**config.mk**
```make
export PLATFORM = sky130hd
export DESIGN_NAME = cal_seq_flat
export DESIGN_NICKNAME = d
export VERILOG_FILES = /design/src/rtl/cal_seq_pkg.sv /design/src/rtl/cal_seq_if.sv /design/src/rtl/cal_seq.sv /design/src/flat_wrapper.sv
export SDC_FILE = /design/constraint.sdc
export NUM_CORES = 1
export LEC_CHECK = 0
export BUFFER_PORTS_ARGS = -buffer_cell sky130_fd_sc_hd__buf_2
export CAP_MARGIN = 0
export CELL_PAD_IN_SITES_DETAIL_PLACEMENT = 1
export CELL_PAD_IN_SITES_GLOBAL_PLACEMENT = 1
export CORE_MARGIN = 1
export CORE_UTILIZATION = 30
export CTS_CLUSTER_DIAMETER = 200
export DETAILED_ROUTE_END_ITERATION = 16
export GPL_TIMING_DRIVEN = 1
export MAX_ROUTING_LAYER = met4
export PLACE_DENSITY_LB_ADDON = 0.08
export SLEW_MARGIN = 0
export SYNTH_ARGS = -nofsm -noshare
export SYNTH_HDL_FRONTEND = slang
export SYNTH_SLANG_ARGS = --single-unit
```
**constraint.sdc**
```tcl
create_clock -name clk -period 1.55 [get_ports clk]
set_clock_uncertainty 0.15 [all_clocks]
set_input_delay 0.155 -clock clk [delete_from_list [all_inputs] [get_ports clk]]
set_output_delay 0.155 -clock clk [all_outputs]
set_load 0.01 [all_outputs]
```
**src/rtl/cal_seq_pkg.sv**
```systemverilog
// Shared constants for the calculator micro-sequencer: bus-mux selects,
// opcodes, ALU functions and FSM state encodings.
package cal_seq_pkg;

    localparam int unsigned AW = 4;
    localparam int unsigned OPW = 3;
    localparam int unsigned DMW = 2;
    localparam int unsigned ALW = 2;

    // Data-bus source selects
    localparam logic [DMW-1:0] DMUX_MEM = 2'b00;
    localparam logic [DMW-1:0] DMUX_CPU = 2'b01;
    localparam logic [DMW-1:0] DMUX_ACC = 2'b10;

    // Command opcodes
    localparam logic [OPW-1:0] OP_NOP = 3'b000;
    localparam logic [OPW-1:0] OP_LDC = 3'b001;
    localparam logic [OPW-1:0] OP_LDM = 3'b010;
    localparam logic [OPW-1:0] OP_STA = 3'b011;
    localparam logic [OPW-1:0] OP_ADD = 3'b100;
    localparam logic [OPW-1:0] OP_SUB = 3'b101;
    localparam logic [OPW-1:0] OP_WRM = 3'b110;
    localparam logic [OPW-1:0] OP_ILL = 3'b111;

    // ALU functions
    localparam logic [ALW-1:0] ALU_PASS = 2'b00;
    localparam logic [ALW-1:0] ALU_ADD  = 2'b01;
    localparam logic [ALW-1:0] ALU_SUB  = 2'b10;

    typedef enum logic [1:0] {
        S_IDLE = 2'd0,
        S_RD   = 2'd1,
        S_EXEC = 2'd2,
        S_DONE = 2'd3
    } state_t;

    // True for opcodes that need a memory read before execution
    function automatic logic needs_read(input logic [OPW-1:0] op);
        return (op == OP_LDM) || (op == OP_ADD) || (op == OP_SUB);
    endfunction

endpackage

```
**src/rtl/cal_seq_if.sv**
```systemverilog
// Command and datapath-control bundle between the command source and cal_seq.
interface cal_seq_if;
    import cal_seq_pkg::*;

    logic                start;
    logic [OPW-1:0]      opcode;
    logic [AW-1:0]       addr;
    logic                busy;
    logic                done;
    logic [DMW-1:0]      dmux;
    logic [AW-1:0]       mem_addr;
    logic                mem_re;
    logic                mem_we;
    logic                acc_we;
    logic [ALW-1:0]      alu_op;
    logic                err;

    modport master (
        output start, opcode, addr,
        input  busy, done, dmux, mem_addr, mem_re, mem_we, acc_we, alu_op, err
    );

    modport slave (
        input  start, opcode, addr,
        output busy, done, dmux, mem_addr, mem_re, mem_we, acc_we, alu_op, err
    );

endinterface

```
**src/rtl/cal_seq.sv**
```systemverilog
// Calculator micro-sequencer: accepts one command at a time and sequences the
// dmux / memory strobes / accumulator load for it.
// Optional build macro: CAL_SEQ_ILLEGAL_ERR_EN -- opcode 111 skips straight to
// DONE and raises a sticky err flag; otherwise 111 behaves as NOP and err is 0.
module cal_seq
    import cal_seq_pkg::*;
(
    input  logic       clk,
    input  logic       rst,
    cal_seq_if.slave   bus
);

    state_t          state_q, state_d;
    logic [OPW-1:0]  op_q, op_d;
    logic [AW-1:0]   addr_q, addr_d;
`ifdef CAL_SEQ_ILLEGAL_ERR_EN
    logic            err_q, err_d;
`endif

    logic            busy_c;
    logic            done_c;
    logic [DMW-1:0]  dmux_c;
    logic            mem_re_c;
    logic            mem_we_c;
    logic            acc_we_c;
    logic [ALW-1:0]  alu_op_c;

    // State and command latches
    always_ff @(posedge clk) begin
        if (rst) begin
            state_q <= S_IDLE;
            op_q    <= OPW'(0);
            addr_q  <= AW'(0);
`ifdef CAL_SEQ_ILLEGAL_ERR_EN
            err_q   <= 1'b0;
`endif
        end else begin
            state_q <= state_d;
            op_q    <= op_d;
            addr_q  <= addr_d;
`ifdef CAL_SEQ_ILLEGAL_ERR_EN
            err_q   <= err_d;
`endif
        end
    end

    // Next-state and command acceptance
    always_comb begin
        state_d = state_q;
        op_d    = op_q;
        addr_d  = addr_q;
`ifdef CAL_SEQ_ILLEGAL_ERR_EN
        err_d   = err_q;
`endif
        unique case (state_q)
            S_IDLE: begin
                if (bus.start) begin
                    op_d   = bus.opcode;
                    addr_d = bus.addr;
                    if (needs_read(bus.opcode)) begin
                        state_d = S_RD;
                    end else begin
                        state_d = S_EXEC;
`ifdef CAL_SEQ_ILLEGAL_ERR_EN
                        if (bus.opcode == OP_ILL) begin
                            state_d = S_DONE;
                            err_d   = 1'b1;
                        end
`endif
                    end
                end
            end
            S_RD:    state_d = S_EXEC;
            S_EXEC:  state_d = S_DONE;
            S_DONE:  state_d = S_IDLE;
            default: state_d = S_IDLE;
        endcase
    end

    // Strobe decode from registered state and latched opcode
    always_comb begin
        busy_c   = (state_q != S_IDLE);
        done_c   = (state_q == S_DONE);
        mem_re_c = (state_q == S_RD);
        mem_we_c = 1'b0;
        acc_we_c = 1'b0;
        alu_op_c = ALU_PASS;
        dmux_c   = DMUX_CPU;
        if (state_q == S_EXEC) begin
            case (op_q)
                OP_LDC: begin
                    acc_we_c = 1'b1;
                end
                OP_LDM: begin
                    dmux_c   = DMUX_MEM;
                    acc_we_c = 1'b1;
                end
                OP_ADD: begin
                    dmux_c   = DMUX_MEM;
                    alu_op_c = ALU_ADD;
                    acc_we_c = 1'b1;
                end
                OP_SUB: begin
                    dmux_c   = DMUX_MEM;
                    alu_op_c = ALU_SUB;
                    acc_we_c = 1'b1;
                end
                OP_STA: begin
                    dmux_c   = DMUX_ACC;
                    mem_we_c = 1'b1;
                end
                OP_WRM: begin
                    mem_we_c = 1'b1;
                end
                default: ;
            endcase
        end
    end

    assign bus.busy     = busy_c;
    assign bus.done     = done_c;
    assign bus.dmux     = dmux_c;
    assign bus.mem_addr = addr_q;
    assign bus.mem_re   = mem_re_c;
    assign bus.mem_we   = mem_we_c;
    assign bus.acc_we   = acc_we_c;
    assign bus.alu_op   = alu_op_c;
`ifdef CAL_SEQ_ILLEGAL_ERR_EN
    assign bus.err      = err_q;
`else
    assign bus.err      = 1'b0;
`endif

endmodule

```
**src/flat_wrapper.sv**
```systemverilog
// flat-port wrapper written by rule: the top's interface ports become plain ports
module cal_seq_flat import cal_seq_pkg::*;
  (clk, rst, bus_start, bus_opcode, bus_addr, bus_busy, bus_done, bus_dmux, bus_mem_addr, bus_mem_re, bus_mem_we, bus_acc_we, bus_alu_op, bus_err);
  cal_seq_if bus_i ();
  input  logic clk;
  input  logic rst;
  input wire logic [$bits(bus_i.start)-1:0] bus_start;
  input wire logic [$bits(bus_i.opcode)-1:0] bus_opcode;
  input wire logic [$bits(bus_i.addr)-1:0] bus_addr;
  output wire logic [$bits(bus_i.busy)-1:0] bus_busy;
  output wire logic [$bits(bus_i.done)-1:0] bus_done;
  output wire logic [$bits(bus_i.dmux)-1:0] bus_dmux;
  output wire logic [$bits(bus_i.mem_addr)-1:0] bus_mem_addr;
  output wire logic [$bits(bus_i.mem_re)-1:0] bus_mem_re;
  output wire logic [$bits(bus_i.mem_we)-1:0] bus_mem_we;
  output wire logic [$bits(bus_i.acc_we)-1:0] bus_acc_we;
  output wire logic [$bits(bus_i.alu_op)-1:0] bus_alu_op;
  output wire logic [$bits(bus_i.err)-1:0] bus_err;
  assign bus_i.start = bus_start;
  assign bus_i.opcode = bus_opcode;
  assign bus_i.addr = bus_addr;
  assign bus_busy = bus_i.busy;
  assign bus_done = bus_i.done;
  assign bus_dmux = bus_i.dmux;
  assign bus_mem_addr = bus_i.mem_addr;
  assign bus_mem_re = bus_i.mem_re;
  assign bus_mem_we = bus_i.mem_we;
  assign bus_acc_we = bus_i.acc_we;
  assign bus_alu_op = bus_i.alu_op;
  assign bus_err = bus_i.err;
  cal_seq u_core (.clk(clk), .rst(rst), .bus(bus_i));
endmodule
```
==> results.cfg <==
[pwr]
p_leak_nw = 0.3949
powerDensity_mw_per_mm2 = 1168
power.sequential.fraction_pct = 31.1
switchingPower_w = 0.0003696
power.clock.fraction_pct = 17.6
total_power_w = 0.001009
power.switching_fraction_pct = 36.65
vdd_drop_max_v = 0.0005660
p_int_w = 0.0006389
power.combinational.fraction_pct = 51.3

[synthesis]
yosys-top-cells-count = sky130_fd_sc_hd__nand2_1, sky130_fd_sc_hd__dfxtp_1, sky130_fd_sc_hd__a21oi_1, sky130_fd_sc_hd__nand3_1
netlist_top_cells_area = sky130_fd_sc_hd__dfxtp_1, sky130_fd_sc_hd__ha_1, sky130_fd_sc_hd__nand2_1
synth_area_per_cell_um2 = 8.273
yosys_register_bits = 9
synth-async-reset-ratio_pct = 0
synth_top_cell_area_share_pct = 32.51
synth_ff_type = sky130_fd_sc_hd__dfxtp_1
synth_nets = 82
yosysMostFrequentCell = sky130_fd_sc_hd__nand2_1
count_of_different_cell_masters_after_synthesis = 26
synth_area_um2 = 554.3
synthDominantAreaCellType = sky130_fd_sc_hd__dfxtp_1
synth-edff-count = 0
syn-instance-count = 67
seq_area_frac_synth_pct = 32.51
yosysWarnings = 0

[cts]
htreeDepth = 1
insertion_delay_ns = 0.26
cts.sink_count = 9
cts-buffers-inserted = 3
worst_setup_hold_path_clk_slew_ns = 0.06
tritoncts = done
max-clock-path-buffers = 2
clockRootBuffer = sky130_fd_sc_hd__clkbuf_4

[finish]
area_delta_synth_final_pct = 55.76
layoutNonFillerInstCount = 125
drive_gt1_share_pct = 54.00
fin_area_um2 = 863.3
diodes = 0
design.final.nets = 116

[critical_path]
timing.critical_path.from_type = flip-flop
path_class = flip-flop to output port
worstPathArrival_ns = 1.27
timing.critical_path.buf_inv = 2
delay_contributed_by_the_slowest_stage_of_the_critical_path_ns = 0.32
endpoint_kind = output port
crit_chain = inv_2 > ha_4 > nand2b_4 > nor4_2 > buf_2
critPathTopFamily = flip-flops
worstPathRequired_ns = 1.24
crit_path_max_delay_cell_type = sky130_fd_sc_hd__dfxtp_2
crit_fanout = 2

[timing]
finalMaxSlewViolations = 0
fin_crit_sh_pct = 101.3
hold_viol = 0
timing.final.crit_period_ns = 1.570
setup-violations-final = 1
clock.fmax_ghz = 0.6369
rsz0062_at_grt = true
timing.final.ws_setup_ns = -0.02015
holdWs_ns = 0.01398

[routing]
top_sig_layer = met3
via_cell_ratio = 4.536
detail_route.drc_violations = 0
routedLengthMet1_um = 622
detail-route-antenna-nets = 0
met3WireLength_um = 56
drt_pre_antenna_iters = 2
drt_first_iter_violations = 9
num_vias = 567
routed_wire_length_per_instance_um = 11.17
met2_wirelength_um = 717
totalWireLength_um = 1396

[floorplanning]
rows = 15
effective_utilization_at_floorplan_pct = 32.10
pin_count = 24
die_area_mm2 = 0.002024
die_width_um = 44.99
y_dimension_of_the_die_um = 44.99
core_area_mm2 = 0.001727

[global_routing]
gr-total-overflow = 0
grt_antenna_before_repair = 0
grt_first_pass_wirelength_um = 2263
grt_pass1_vias = 541
global_route.usage.total_pct = 15.75
pin_count_of_the_biggest_net_entering_global_routing = 11

[place]
hpwl_um = 1050
global_placer_s_final_weighted_congestion = 0.7202
placed_cell_count = 114
detailed_place.area_um2 = 696.9
port_buffers = 22

[hold_path]
hold_path.class = input pin to flip-flop

[job]
max-cap-violations = 0

[run_status]
run_status = complete, but fails checks
violations = setup timing
==> tightest hold or removal path, stage by stage <==
cell and delay [ns]:
sky130_fd_sc_hd__buf_2 0.11, sky130_fd_sc_hd__nand3_1 0.06, sky130_fd_sc_hd__a21oi_1 0.05
==> power groups by stage <==
| stage | Sequential (W) | Combinational [W] | Clock [W] |
|---|---|---|---|
| floorplan | 0.000310 | 0.000268 | 0 |
| global placement | 0.000304 | 0.000391 | 0 |
| detailed placement | 0.000308 | 0.000401 | 0 |
| CTS | 0.000310 | 0.000473 | 0.000186 |
| global route | 0.000321 | 0.000560 | 0.000202 |
| finish | 0.000313 | 0.000518 | 0.000178 |
==> registers in the layout (all words and copies together), names as in the netlist <==
signal	flops
u_core.bus.mem_addr	4
u_core.op_q	3
u_core.state_q	2
==> cell usage in the layout (no fill, tap or decap) <==
cell / Yosys / layout
sky130_fd_sc_hd__dfxtp_1: 9 / 5
sky130_fd_sc_hd__nor3_1: 2 / 1
sky130_fd_sc_hd__a2111oi_2: 1 / 1
sky130_fd_sc_hd__o21ba_2: 1 / 1
sky130_fd_sc_hd__buf_4: 2 / 8
sky130_fd_sc_hd__inv_4: 0 / 1
sky130_fd_sc_hd__inv_2: 0 / 1
sky130_fd_sc_hd__clkbuf_1: 0 / 1
sky130_fd_sc_hd__nand3_1: 7 / 7
sky130_fd_sc_hd__nor3_2: 1 / 2
sky130_fd_sc_hd__and3_4: 0 / 1
sky130_fd_sc_hd__xor2_1: 1 / 1
sky130_fd_sc_hd__xnor2_2: 0 / 1
sky130_fd_sc_hd__nand2b_4: 0 / 1
sky130_fd_sc_hd__nor2_2: 1 / 1
sky130_fd_sc_hd__nor4_2: 0 / 1
sky130_fd_sc_hd__a21oi_1: 7 / 7
sky130_fd_sc_hd__o21a_1: 1 / 1
sky130_fd_sc_hd__nor2_1: 2 / 2
sky130_fd_sc_hd__inv_1: 5 / 3
sky130_fd_sc_hd__buf_2: 0 / 21
sky130_fd_sc_hd__and2b_2: 1 / 1
sky130_fd_sc_hd__conb_1: 1 / 1
sky130_fd_sc_hd__nand2_4: 1 / 1
sky130_fd_sc_hd__dfxtp_2: 0 / 4
sky130_fd_sc_hd__clkbuf_4: 0 / 3
sky130_fd_sc_hd__dlygate4sd3_1: 0 / 3
sky130_fd_sc_hd__ha_1: 5 / 2
sky130_fd_sc_hd__ha_4: 0 / 3
sky130_fd_sc_hd__buf_6: 2 / 2
sky130_fd_sc_hd__o2bb2ai_1: 1 / 1
sky130_fd_sc_hd__nor3b_1: 1 / 1
sky130_fd_sc_hd__nand2_1: 10 / 10
==> per-layer routing <==
layer | GRT usage (%) | vias to the layer above
met5 | - | -
met4 | 5.455 | 0
met3 | 3.600 | 0
met2 | 26.67 | 17
met1 | 18.14 | 265
li1 | - | 285
==> final cells by class <==
cell class,count,area [um^2]
fillers,222,863.3
multi-input cells,48,381.6
repair buffers,34,217.7
flip-flops and latches,9,185.2
well taps,25,31.28
clock buffers,4,26.28
inverters,5,21.27
==> per-stage QoR <==
stage | setup slack, ns | TNS, ns | utilization, %
detailed placement | 0.07364 | 0 | 40.36
global route | -0.1148 | -0.2419 | 50.00
global placement | 0.1079 | 0 | 40.36
floorplan | 0.05968 | 0 | -
finish | -0.02015 | -0.02015 | 50.00
CTS | -0.02942 | -0.02942 | 47.25
==> path summary, 6_finish.rpt <==
check | start | end | slack, ns | cells after the start
worst max-delay path | u_core.op_q[1] | bus_dmux[1] | -0.02 | 5
worst min-delay path | bus_opcode[1] | u_core.op_q[1] | 0.01 | 3
worst max register to register | u_core.state_q[1] | u_core.state_q[1] | 0.23 | 5
worst min register to register | u_core.bus.mem_addr[1] | u_core.bus.mem_addr[1] | 0.30 | 2
==> timing repair <==
| item | 4_1_cts | 5_1_grt |
|---|---|---|
| endpoints found under the hold margin | 3 | 0 |
| pin swaps | 1 | 2 |
| setup buffers | 2 | 2 |
| endpoints found under the setup margin | 7 | 5 |
| gates cloned | 0 | 0 |
| hold buffers | 3 | 0 |
| gates resized for setup | 12 | 6 |
==> cells by family (layout without fill, tap and decap cells) <==
| kind of cell | Yosys count | count (layout) | share of synthesized area, % |
|---|---|---|---|
| buffers and inverters | 10 | 43 | 11.06 |
| XOR/XNOR | 2 | 2 | 3.161 |
| flip-flops | 9 | 9 | 32.51 |
| AND/OR/NAND/NOR | 29 | 29 | 27.54 |
| adder cells (fa/ha/maj) | 5 | 5 | 11.29 |
| AO/OA/AOI/OAI | 11 | 11 | 13.77 |
| other | 1 | 1 | 0.6766 |
Power figures use the tool's default switching activity.
